### src/rtl/isdu.sv
// Instruction sequencer/decoder: Moore FSM that sequences fetch, decode and execute control for the datapath.
// Build option: ISDU_MEM_WAIT_EN stretches memory reads to three cycles and the store write to two.
module isdu (
  input  logic       clk,
  input  logic       reset,
  input  logic       Run,
  input  logic       Continue,
  input  logic [3:0] Opcode,
  input  logic       IR_5,
  input  logic       IR_11,
  input  logic       BEN,
  output logic       LD_MAR,
  output logic       LD_MDR,
  output logic       LD_IR,
  output logic       LD_BEN,
  output logic       LD_CC,
  output logic       LD_REG,
  output logic       LD_PC,
  output logic       LD_LED,
  output logic       GatePC,
  output logic       GateMDR,
  output logic       GateALU,
  output logic       GateMARMUX,
  output logic [1:0] PCMUX,
  output logic       DRMUX,
  output logic       SR1MUX,
  output logic       SR2MUX,
  output logic       ADDR1MUX,
  output logic [1:0] ADDR2MUX,
  output logic [1:0] ALUK,
  output logic       Mem_OE,
  output logic       Mem_WE
);

  typedef enum logic [4:0] {
    HALTED, S_18, S_33_1, S_33_2, S_33_3, S_35, S_32,
    S_01, S_05, S_09, S_00, S_22, S_12, S_04, S_21,
    S_06, S_07, S_25_1, S_25_2, S_25_3, S_27, S_23,
    S_16_1, S_16_2, PAUSE_IR1, PAUSE_IR2
  } state_t;

  state_t state, next_state;

  // IR bit 11 does not steer the sequencer.
  logic unused_ir11;
  assign unused_ir11 = IR_11;

  assign SR2MUX = IR_5;

  always_ff @(posedge clk or posedge reset) begin
    if (reset) state <= HALTED;
    else       state <= next_state;
  end

  always_comb begin
    next_state = state;
    case (state)
      HALTED:    if (Run) next_state = S_18;
      S_18:      next_state = S_33_1;
`ifdef ISDU_MEM_WAIT_EN
      S_33_1:    next_state = S_33_2;
      S_33_2:    next_state = S_33_3;
      S_33_3:    next_state = S_35;
`else
      S_33_1:    next_state = S_35;
`endif
      S_35:      next_state = S_32;
      S_32: begin
        case (Opcode)
          4'b0001: next_state = S_01;
          4'b0101: next_state = S_05;
          4'b1001: next_state = S_09;
          4'b0000: next_state = S_00;
          4'b1100: next_state = S_12;
          4'b0100: next_state = S_04;
          4'b0110: next_state = S_06;
          4'b0111: next_state = S_07;
          4'b1101: next_state = PAUSE_IR1;
          default: next_state = S_18;
        endcase
      end
      S_01, S_05, S_09: next_state = S_18;
      S_00:      next_state = BEN ? S_22 : S_18;
      S_22:      next_state = S_18;
      S_12:      next_state = S_18;
      S_04:      next_state = S_21;
      S_21:      next_state = S_18;
      S_06:      next_state = S_25_1;
      S_07:      next_state = S_23;
`ifdef ISDU_MEM_WAIT_EN
      S_25_1:    next_state = S_25_2;
      S_25_2:    next_state = S_25_3;
      S_25_3:    next_state = S_27;
`else
      S_25_1:    next_state = S_27;
`endif
      S_27:      next_state = S_18;
      S_23:      next_state = S_16_1;
`ifdef ISDU_MEM_WAIT_EN
      S_16_1:    next_state = S_16_2;
      S_16_2:    next_state = S_18;
`else
      S_16_1:    next_state = S_18;
`endif
      PAUSE_IR1: if (Continue)  next_state = PAUSE_IR2;
      PAUSE_IR2: if (!Continue) next_state = S_18;
      default:   next_state = HALTED;
    endcase
  end

  always_comb begin
    LD_MAR     = 1'b0;
    LD_MDR     = 1'b0;
    LD_IR      = 1'b0;
    LD_BEN     = 1'b0;
    LD_CC      = 1'b0;
    LD_REG     = 1'b0;
    LD_PC      = 1'b0;
    LD_LED     = 1'b0;
    GatePC     = 1'b0;
    GateMDR    = 1'b0;
    GateALU    = 1'b0;
    GateMARMUX = 1'b0;
    PCMUX      = 2'b00;
    DRMUX      = 1'b0;
    SR1MUX     = 1'b0;
    ADDR1MUX   = 1'b0;
    ADDR2MUX   = 2'b00;
    ALUK       = 2'b00;
    Mem_OE     = 1'b1;
    Mem_WE     = 1'b1;
    case (state)
      S_18: begin
        GatePC = 1'b1;
        LD_MAR = 1'b1;
        PCMUX  = 2'b00;
        LD_PC  = 1'b1;
      end
      // Strobe is held across every read substate; MDR captures only once data is settled.
`ifdef ISDU_MEM_WAIT_EN
      S_33_1, S_33_2, S_25_1, S_25_2: Mem_OE = 1'b0;
      S_33_3, S_25_3: begin
        Mem_OE = 1'b0;
        LD_MDR = 1'b1;
      end
`else
      S_33_1, S_25_1: begin
        Mem_OE = 1'b0;
        LD_MDR = 1'b1;
      end
`endif
      S_35: begin
        GateMDR = 1'b1;
        LD_IR   = 1'b1;
      end
      S_32: LD_BEN = 1'b1;
      S_01, S_05, S_09: begin
        SR1MUX  = 1'b1;
        ALUK    = (state == S_01) ? 2'b00 : (state == S_05) ? 2'b01 : 2'b10;
        GateALU = 1'b1;
        LD_REG  = 1'b1;
        LD_CC   = 1'b1;
      end
      S_22: begin
        ADDR1MUX = 1'b0;
        ADDR2MUX = 2'b10;
        PCMUX    = 2'b10;
        LD_PC    = 1'b1;
      end
      S_12: begin
        SR1MUX  = 1'b1;
        ALUK    = 2'b11;
        GateALU = 1'b1;
        PCMUX   = 2'b01;
        LD_PC   = 1'b1;
      end
      S_04: begin
        GatePC = 1'b1;
        DRMUX  = 1'b1;
        LD_REG = 1'b1;
      end
      S_21: begin
        ADDR1MUX = 1'b0;
        ADDR2MUX = 2'b11;
        PCMUX    = 2'b10;
        LD_PC    = 1'b1;
      end
      S_06, S_07: begin
        SR1MUX     = 1'b1;
        ADDR1MUX   = 1'b1;
        ADDR2MUX   = 2'b01;
        GateMARMUX = 1'b1;
        LD_MAR     = 1'b1;
      end
      S_27: begin
        GateMDR = 1'b1;
        LD_REG  = 1'b1;
        LD_CC   = 1'b1;
      end
      S_23: begin
        SR1MUX  = 1'b0;
        ALUK    = 2'b11;
        GateALU = 1'b1;
        LD_MDR  = 1'b1;
      end
      S_16_1, S_16_2: Mem_WE = 1'b0;
      PAUSE_IR1: LD_LED = 1'b1;
      default: ;
    endcase
  end

endmodule

### config.mk
export PLATFORM = sky130hd
export DESIGN_NAME = isdu
export DESIGN_NICKNAME = d
export VERILOG_FILES = /design/src/rtl/isdu.sv
export SDC_FILE = /design/constraint.sdc
export NUM_CORES = 1
export LEC_CHECK = 0
export ABC_AREA = 1
export CAP_MARGIN = 0
export CORE_MARGIN = 4
export CORE_UTILIZATION = 27
export CTS_BUF_LIST = sky130_fd_sc_hd__clkbuf_16
export CTS_CLUSTER_DIAMETER = 150
export DETAILED_ROUTE_END_ITERATION = 10
export GPL_TIMING_DRIVEN = 0
export PLACE_DENSITY = 0.7
export SLEW_MARGIN = 20
export SYNTH_ARGS = -nofsm -noshare
export SYNTH_HDL_FRONTEND = slang
export SYNTH_SLANG_ARGS = --single-unit
### constraint.sdc
create_clock -name clk -period 1.3 [get_ports clk]
set_input_delay 0.26 -clock clk [delete_from_list [all_inputs] [get_ports clk]]
set_output_delay 0.26 -clock clk [all_outputs]
set_load 0.05 [all_outputs]
==> summary.txt, run 1 <==
Routing
  – Avg Vias per Cell: 5.197
  – Routed length per instance: about 15 um
  – Drt drc: 0
  – Initial drt markers: 32
  – WL final: about 3400 um
  – Post-DRT Antenna Nets: 0
  – Drt first pass iters: 4
  – Vias: ~1200

Worst setup path
  – Reg2Reg Depth: 7
  – WS Path Type: register to output pin
  – Required @ worst endpoint: ~1.0 ns
  – Worst Path Arrival: about 1.6 ns
  – Startpoint Class: register
  – Worst r2r src: state[0]$_DFFE_PP0P_
  – Flop2flop setup slack: -0.29 ns
  – Max FO, Critical Path: 5
  – Critical path capture point type: output pin
  – Reg-to-Reg End: state[2]$_DFFE_PP0P_

Worst hold path
  – Hold/Removal Path Class: primary input to asynchronous set/reset pin

STA
  – F_max: roughly 530 MHz
  – Period minus WS final: 1.870 ns
  – Slew Limit Fails: 0
  – Final worst-path setup slack: -0.5695 ns
  – Final TNS setup: -11.87 ns
  – Final Skew: approximately 0.00034 ns
  – # setup viols final: 28
  – Tcrit/Tclk final: 143.8%
  – RSZ-0062 raised after global routing: true
  – Final hold viol count: 0
  – Slew margin rel.: 67.48%
  – Least-Margin Pin Slew: 0.4898 ns

Cells and area
  – Max reg flops: 5
  – Most flop-heavy register: state
  – Most common cell after layout, fill and taps aside: buf_4
  – Biggest regs: state: 5 flops
  – P&R area growth vs syn: 148.5%
  – Commonest cells after routing, fill and taps aside: buf_4, nand2_1, buf_6, buf_8, nor2_4
  – # fillers: 183
  – Footprint of the multi-input gates: 814.5 um^2
  – Nets: 210
  – Final std cells w/o fill: around 230
  – Final instance area: between 0.0015 and 0.002 mm^2
  – Share of post-route cells with drive strength above 1: between 60% and 70%
  – N_diodes: 0
  – Register area: about 130 um^2

Floorplan
  – Row count: 18
  – Starting Density: 29.11%
  – Core Region: 0.002545 mm^2
  – Die width: 60.38 um
  – Die ar.: 0.003645 mm^2
  – Die Y: around 60 um
  – IO Pins: 35

Yosys
  – Cell count after synthesis: 133
  – Sequential area share after synthesis: around 17%
  – EDFF count, synth: 0
  – Post-synthesis net count: roughly 140
  – Synthesized cell area: about 740 um^2
  – Top_reg_cell synth: dfrtp_1
  – Fraction of registers with async set/reset: between 90% and 100%
  – Synthesized flop and latch total: 5
  – Avg Synthesized Cell Area: approximately 5.6 um^2
  – Synth warnings: 0
  – Distinct cells, synth: 22

CTS
  – Clk Latency, worst-skew pair: roughly 0.23 ns
  – CTS tree: done
  – H-Tree Depth: 1
  – Longest Clk Path Bufs: 2
  – Clk sinks: 5
  – Hold Buf Count CTS: 0
  – Num CTS Buffers: 3
  – Clk pin slew, worst setup/hold paths: roughly 0.030 ns
  – Root Buffer: clkbuf_16

Global routing
  – Total GRT Usage: between 15 and 20%
  – Global-route wire length before repair: 4871 um
  – Largest net degree at the start of global routing: 9
  – Initial antenna violation count: 0
  – Number of global-route vias before repair: ~1100
  – Total global routing overflow: 0

Placed design
  – HPWL after DPL: 2053 um
  – Post-Place Cell Area: 0.001261 mm^2
  – Placed cell count: 195
  – Routability cong.: approximately 0.9
  – Port Buf Inserts: 32
  – Pre-CTS setup slack: -1.094 ns

Status
  – Outcome: complete, but fails checks
  – Failing checks: negative setup slack

Job
  – Max-Cap Viols: 0

Power and ir drop
  – PwrDens: around 1800 mW/mm^2
  – Leak pwr: slightly below 0.9 nW
  – PnR Total Power: 3.380 mW
  – Peak VDD IR: around 1400 uV
Yosys cell counts (2+ instances only):
cell type | n | area share, %
nand3_2 | 2 | 2.7
o21ai_0 | 8 | 5.4
nor2_2 | 5 | 4.2
nand4_1 | 2 | 1.7
dfrtp_1 | 5 | 17
buf_4 | 3 | 3.0
nand2_2 | 4 | 3.4
a21oi_1 | 2 | 1.4
nor2_1 | 23 | 12
nand3_1 | 14 | 9.5
inv_1 | 9 | 4.6
inv_2 | 12 | 6.1
nor2_4 | 3 | 4.6
o21ai_1 | 2 | 1.4
nand2_1 | 32 | 16
final cells by class:
class,count,share of cell area [%]
Clock inverter,1,0.2039
Tap cell,30,2.039
Timing Repair Buffer,61,35.08
Clock buffer,3,4.079
Buffer,3,1.632
Inverter,21,5.642
Multi-Input combinational cell,104,44.26
Sequential cell,5,7.070
where the power goes:
part,switching [mW],internal (mW)
Sequential,0.117,0.216
Clock,0.104,0.399
Combinational,1.55,0.993
logic make-up after synthesis:
family	after synthesis	synth area share, %
and+or+nand+nor	88	57.26
buffers and inverters	24	13.68
AOI/OAI and AO/OA	16	12.16
DFF	5	16.89
worst max path at each step:
stage,startpoint,slack [ns],depth (start not counted),endpoint
floorplan,state[4]$_DFFE_PP0P_,-0.37,8,SR1MUX
global placement,state[4]$_DFFE_PP0P_,-1.05,8,SR1MUX
detailed placement,state[4]$_DFFE_PP0P_,-1.09,8,GateALU
CTS,state[4]$_DFFE_PP0P_,-0.51,9,LD_PC
global route,state[0]$_DFFE_PP0P_,-0.62,7,ADDR1MUX
finish,state[3]$_DFFE_PP0P_,-0.57,8,SR1MUX
worst max-delay path: stages, from the launching register on:
cell	delay, ns
dfrtp_2	0.46
nor2_2	0.08
inv_2	0.14
nor2_4	0.06
nor2_4	0.16
clkinvlp_4	0.16
nor2_4	0.12
nand2_4	0.05
buf_8	0.14
timing repair:
item / 4_1_cts / 5_1_grt
endpoints found under the setup margin: 29 / 28
buffers inserted: 22 / 8
resized for setup: 205 / 21
hold endpoints to repair: 0 / 0
pin swaps: 15 / 9
layer usage:
metal | share of wire [%] | global-route usage, % | wire length [um]
met1 | 37 | 19.33 | 1267
met3 | 7.4 | 2.340 | 255
met2 | 53 | 33.80 | 1814
met5 | 0 | 0 | 0
met4 | 2.9 | 6.962 | 100
stage by stage:
| stage | util (%) | hold slack (ns) |
|---|---|---|
| 6_report | 72.32 | 0.2585 |
| 5_1_grt | 72.32 | 0.3026 |
| 4_1_cts | 66.62 | 0.2357 |
| 3_5_place_dp | 49.56 | 0.4726 |
| 3_3_place_gp | 49.56 | 0.4664 |
| 2_1_floorplan | - | 0.03825 |
Power figures use the tool's default switching activity.
==> inputs of run 2 (changes only) <==
Settings changed: CTS_BUF_LIST sky130_fd_sc_hd__clkbuf_16 to not set.
==> run 2 against run 1 <==
Net effect: the flow still finishes with violations (negative setup slack); worst hold slack worse by 0.047 ns; fmax fell by 3.4%; power down 1.6%; clock power fell by 64%; worst setup slack got worse by 0.066 ns; critical endpoint is now LD_REG; largest cell class unchanged; highest routed layer unchanged.
==> summary.txt, run 2 (synthesis results as in run 1) <==
Worst setup path
  – WS Path Type: register to output pin (unchanged)
  – Startpoint Class: register (unchanged)
  – Max FO, Critical Path: 5 (unchanged)
  – Buffer and inverter count on the worst path: 2 (was 3)
  – CP max-delay cell: dfrtp_2 (unchanged)
  – Required @ worst endpoint: 1.04 ns (about the same)
  – Largest delay share family, worst path: simple AND/OR/NAND/NOR gates (unchanged)
  – CP peak stage delay: 0.46 ns (about the same)
  – Critical path capture point type: output pin (unchanged)
  – Worst Path Arrival: 1.68 ns (was 1.61 ns)
  – CP Cell Sequence: nor2_4, inv_4, nor2_2, nor2_1, o21a_2, nand3_4, buf_8 (was nor2_2, inv_2, nor2_4, nor2_4, clkinvlp_4, nor2_4, nand2_4, buf_8)

Floorplan
  – Die ar.: 0.003645 mm^2 (unchanged)
  – Die width: 60.38 um (unchanged)
  – Die Y: 60.38 um (unchanged)
  – Row count: 18 (unchanged)
  – Starting Density: 29.11% (unchanged)
  – IO Pins: 35 (unchanged)
  – Core Region: 0.002545 mm^2 (unchanged)

Routing
  – Vias: 1192 (was 1185)
  – Drt first pass iters: 4 (unchanged)
  – Initial drt markers: 51 (was 32)
  – Post-DRT Antenna Nets: 0 (unchanged)
  – Routed length per instance: 15.86 um (was 15.08 um)
  – WL final: 3744 um (was 3438 um)
  – Avg Vias per Cell: 5.051 (was 5.197)
  – Drt drc: 0 (unchanged)

Cells and area
  – Share of post-route cells with drive strength above 1: 70.39% (was 67.68%)
  – Final Util: 73.40% (was 72.32%)
  – Max reg flops: 5 (unchanged)
  – Most flop-heavy register: state (unchanged)
  – Commonest cells after routing, fill and taps aside: buf_4, buf_6, nand2_1, nand2_4, buf_8 (was buf_4, nand2_1, buf_6, buf_8, nor2_4)
  – Biggest regs: state: 5 flops (unchanged)
  – Final instance area: 0.001868 mm^2 (was 0.001841 mm^2)
  – Final std cells w/o fill: 236 (was 228)
  – Nets: 218 (was 210)
  – P&R area growth vs syn: 152.2% (was 148.5%)
  – N_diodes: 0 (unchanged)
  – Most common cell after layout, fill and taps aside: buf_4 (unchanged)

STA
  – Least-Margin Pin Slew: 0.4898 ns (unchanged)
  – Tcrit/Tclk final: 148.9% (was 143.8%)
  – Final Skew: 0.006942 ns (was 0.0003366 ns)
  – Final TNS setup: -13.29 ns (was -11.87 ns)
  – # setup viols final: 28 (unchanged)
  – RSZ-0062 raised after global routing: true (unchanged)
  – Final hold viol count: 0 (unchanged)
  – Final worst-path setup slack: -0.6357 ns (was -0.5695 ns)
  – Worst hold slack: 0.2117 ns (was 0.2585 ns)
  – Slew margin rel.: 67.48% (unchanged)
  – F_max: 516.6 MHz (was 534.9 MHz)
  – Period minus WS final: 1.936 ns (was 1.870 ns)
  – Slew Limit Fails: 0 (unchanged)

CTS
  – Clk pin slew, worst setup/hold paths: 0.05 ns (was 0.03 ns)
  – Root Buffer: clkbuf_4 (was clkbuf_16)
  – Clk sinks: 5 (unchanged)
  – Clk Latency, worst-skew pair: 0.25 ns (was 0.23 ns)
  – CTS tree: done (unchanged)
  – Hold Buf Count CTS: 0 (unchanged)
  – Num CTS Buffers: 3 (unchanged)
  – Longest Clk Path Bufs: 2 (unchanged)
  – H-Tree Depth: 1 (unchanged)

Global routing
  – Initial antenna violation count: 0 (unchanged)
  – Total global routing overflow: 0 (unchanged)
  – Total GRT Usage: 17.43% (was 17.64%)
  – Number of global-route vias before repair: 1156 (was 1139)
  – Global-route wire length before repair: 4905 um (was 4871 um)
  – Largest net degree at the start of global routing: 9 (unchanged)

Status
  – Outcome: complete, but fails checks (unchanged)
  – Failing checks: negative setup slack (unchanged)

Power and ir drop
  – PwrDens: 1781 mW/mm^2 (was 1836 mW/mm^2)
  – Peak VDD IR: 1616 uV (was 1447 uV)
  – Leak pwr: 0.9127 nW (was 0.8851 nW)
  – PnR Total Power: 3.326 mW (was 3.380 mW)

Placed design
  – Routability cong.: 0.8826 (unchanged)
  – Port Buf Inserts: 32 (unchanged)
  – Placed cell count: 195 (unchanged)
  – HPWL after DPL: 2053 um (unchanged)
  – Pre-CTS setup slack: -1.094 ns (unchanged)
  – Post-Place Cell Area: 0.001261 mm^2 (unchanged)

Worst hold path
  – Hold/Removal Path Class: primary input to asynchronous set/reset pin (unchanged)

Job
  – Max-Cap Viols: 0 (unchanged)
-- run 2: changes by cell type in the layout (fill, tap and decap cells not counted), moves of 2 or more --
cell / delta
clkbuf_4: +4
buf_4: +7
buf_6: +2
nand2_4: +2
inv_6: +2
clkbuf_16: -3
nand2_1: -2
-- run 2: power by group --
group	switching (mW)	total, mW	internal [mW]
combinational	1.65	2.82	1.17
clock	0.0651	0.181	0.116
sequential	0.111	0.326	0.215
-- run 2: per-layer routing --
| layer | vias to the layer above | part of all wire, % | track usage, % |
|---|---|---|---|
| met1 | 569 | 39 | 18.61 |
| li1 | 572 | - | - |
| met4 | 0 | 0.96 | 4.747 |
| met3 | 6 | 4.7 | 1.702 |
| met2 | 45 | 55 | 35.49 |
| met5 | - | 0 | 0 |
-- run 2: what timing repair did --
item                                    4_1_cts  5_1_grt
hold endpoints to repair                      0        0
endpoints found under the setup margin       29       28
pin swaps                                    21        7
cloned                                        0        0
buffers inserted                             24       15
resized for setup                           209       23
-- run 2: final timing paths --
path,end,cells past startpoint,startpoint,slack (ns)
hold reg to reg,state[0]$_DFFE_PP0P_,4,state[4]$_DFFE_PP0P_,0.78
setup / recovery,LD_REG,7,state[1]$_DFFE_PP0P_,-0.64
setup reg to reg,state[0]$_DFFE_PP0P_,12,state[1]$_DFFE_PP0P_,-0.36
min in group clk,state[2]$_DFFE_PP0P_,3,Opcode[2],0.61
max in group asynchronous,state[2]$_DFFE_PP0P_,2,reset,0.89
hold / removal,state[0]$_DFFE_PP0P_,2,reset,0.21
-- run 2: worst register-to-register path: cells and delay by family (launching register included) --
family                 cells  cell delay (ns)
buffers and inverters      4             0.45
AND/OR/NAND/NOR            8             0.70
flip-flops                 1             0.46
-- run 2: final cells by class --
class / count / area, um^2
clock buffers: 4 / 26.28
flip-flops and latches: 5 / 130.1
well taps: 30 / 37.54
repair buffers: 69 / 708.2
fillers: 181 / 676.9
plain buffers: 3 / 30.03
multi-input cells: 104 / 832.0
inverters: 21 / 103.9
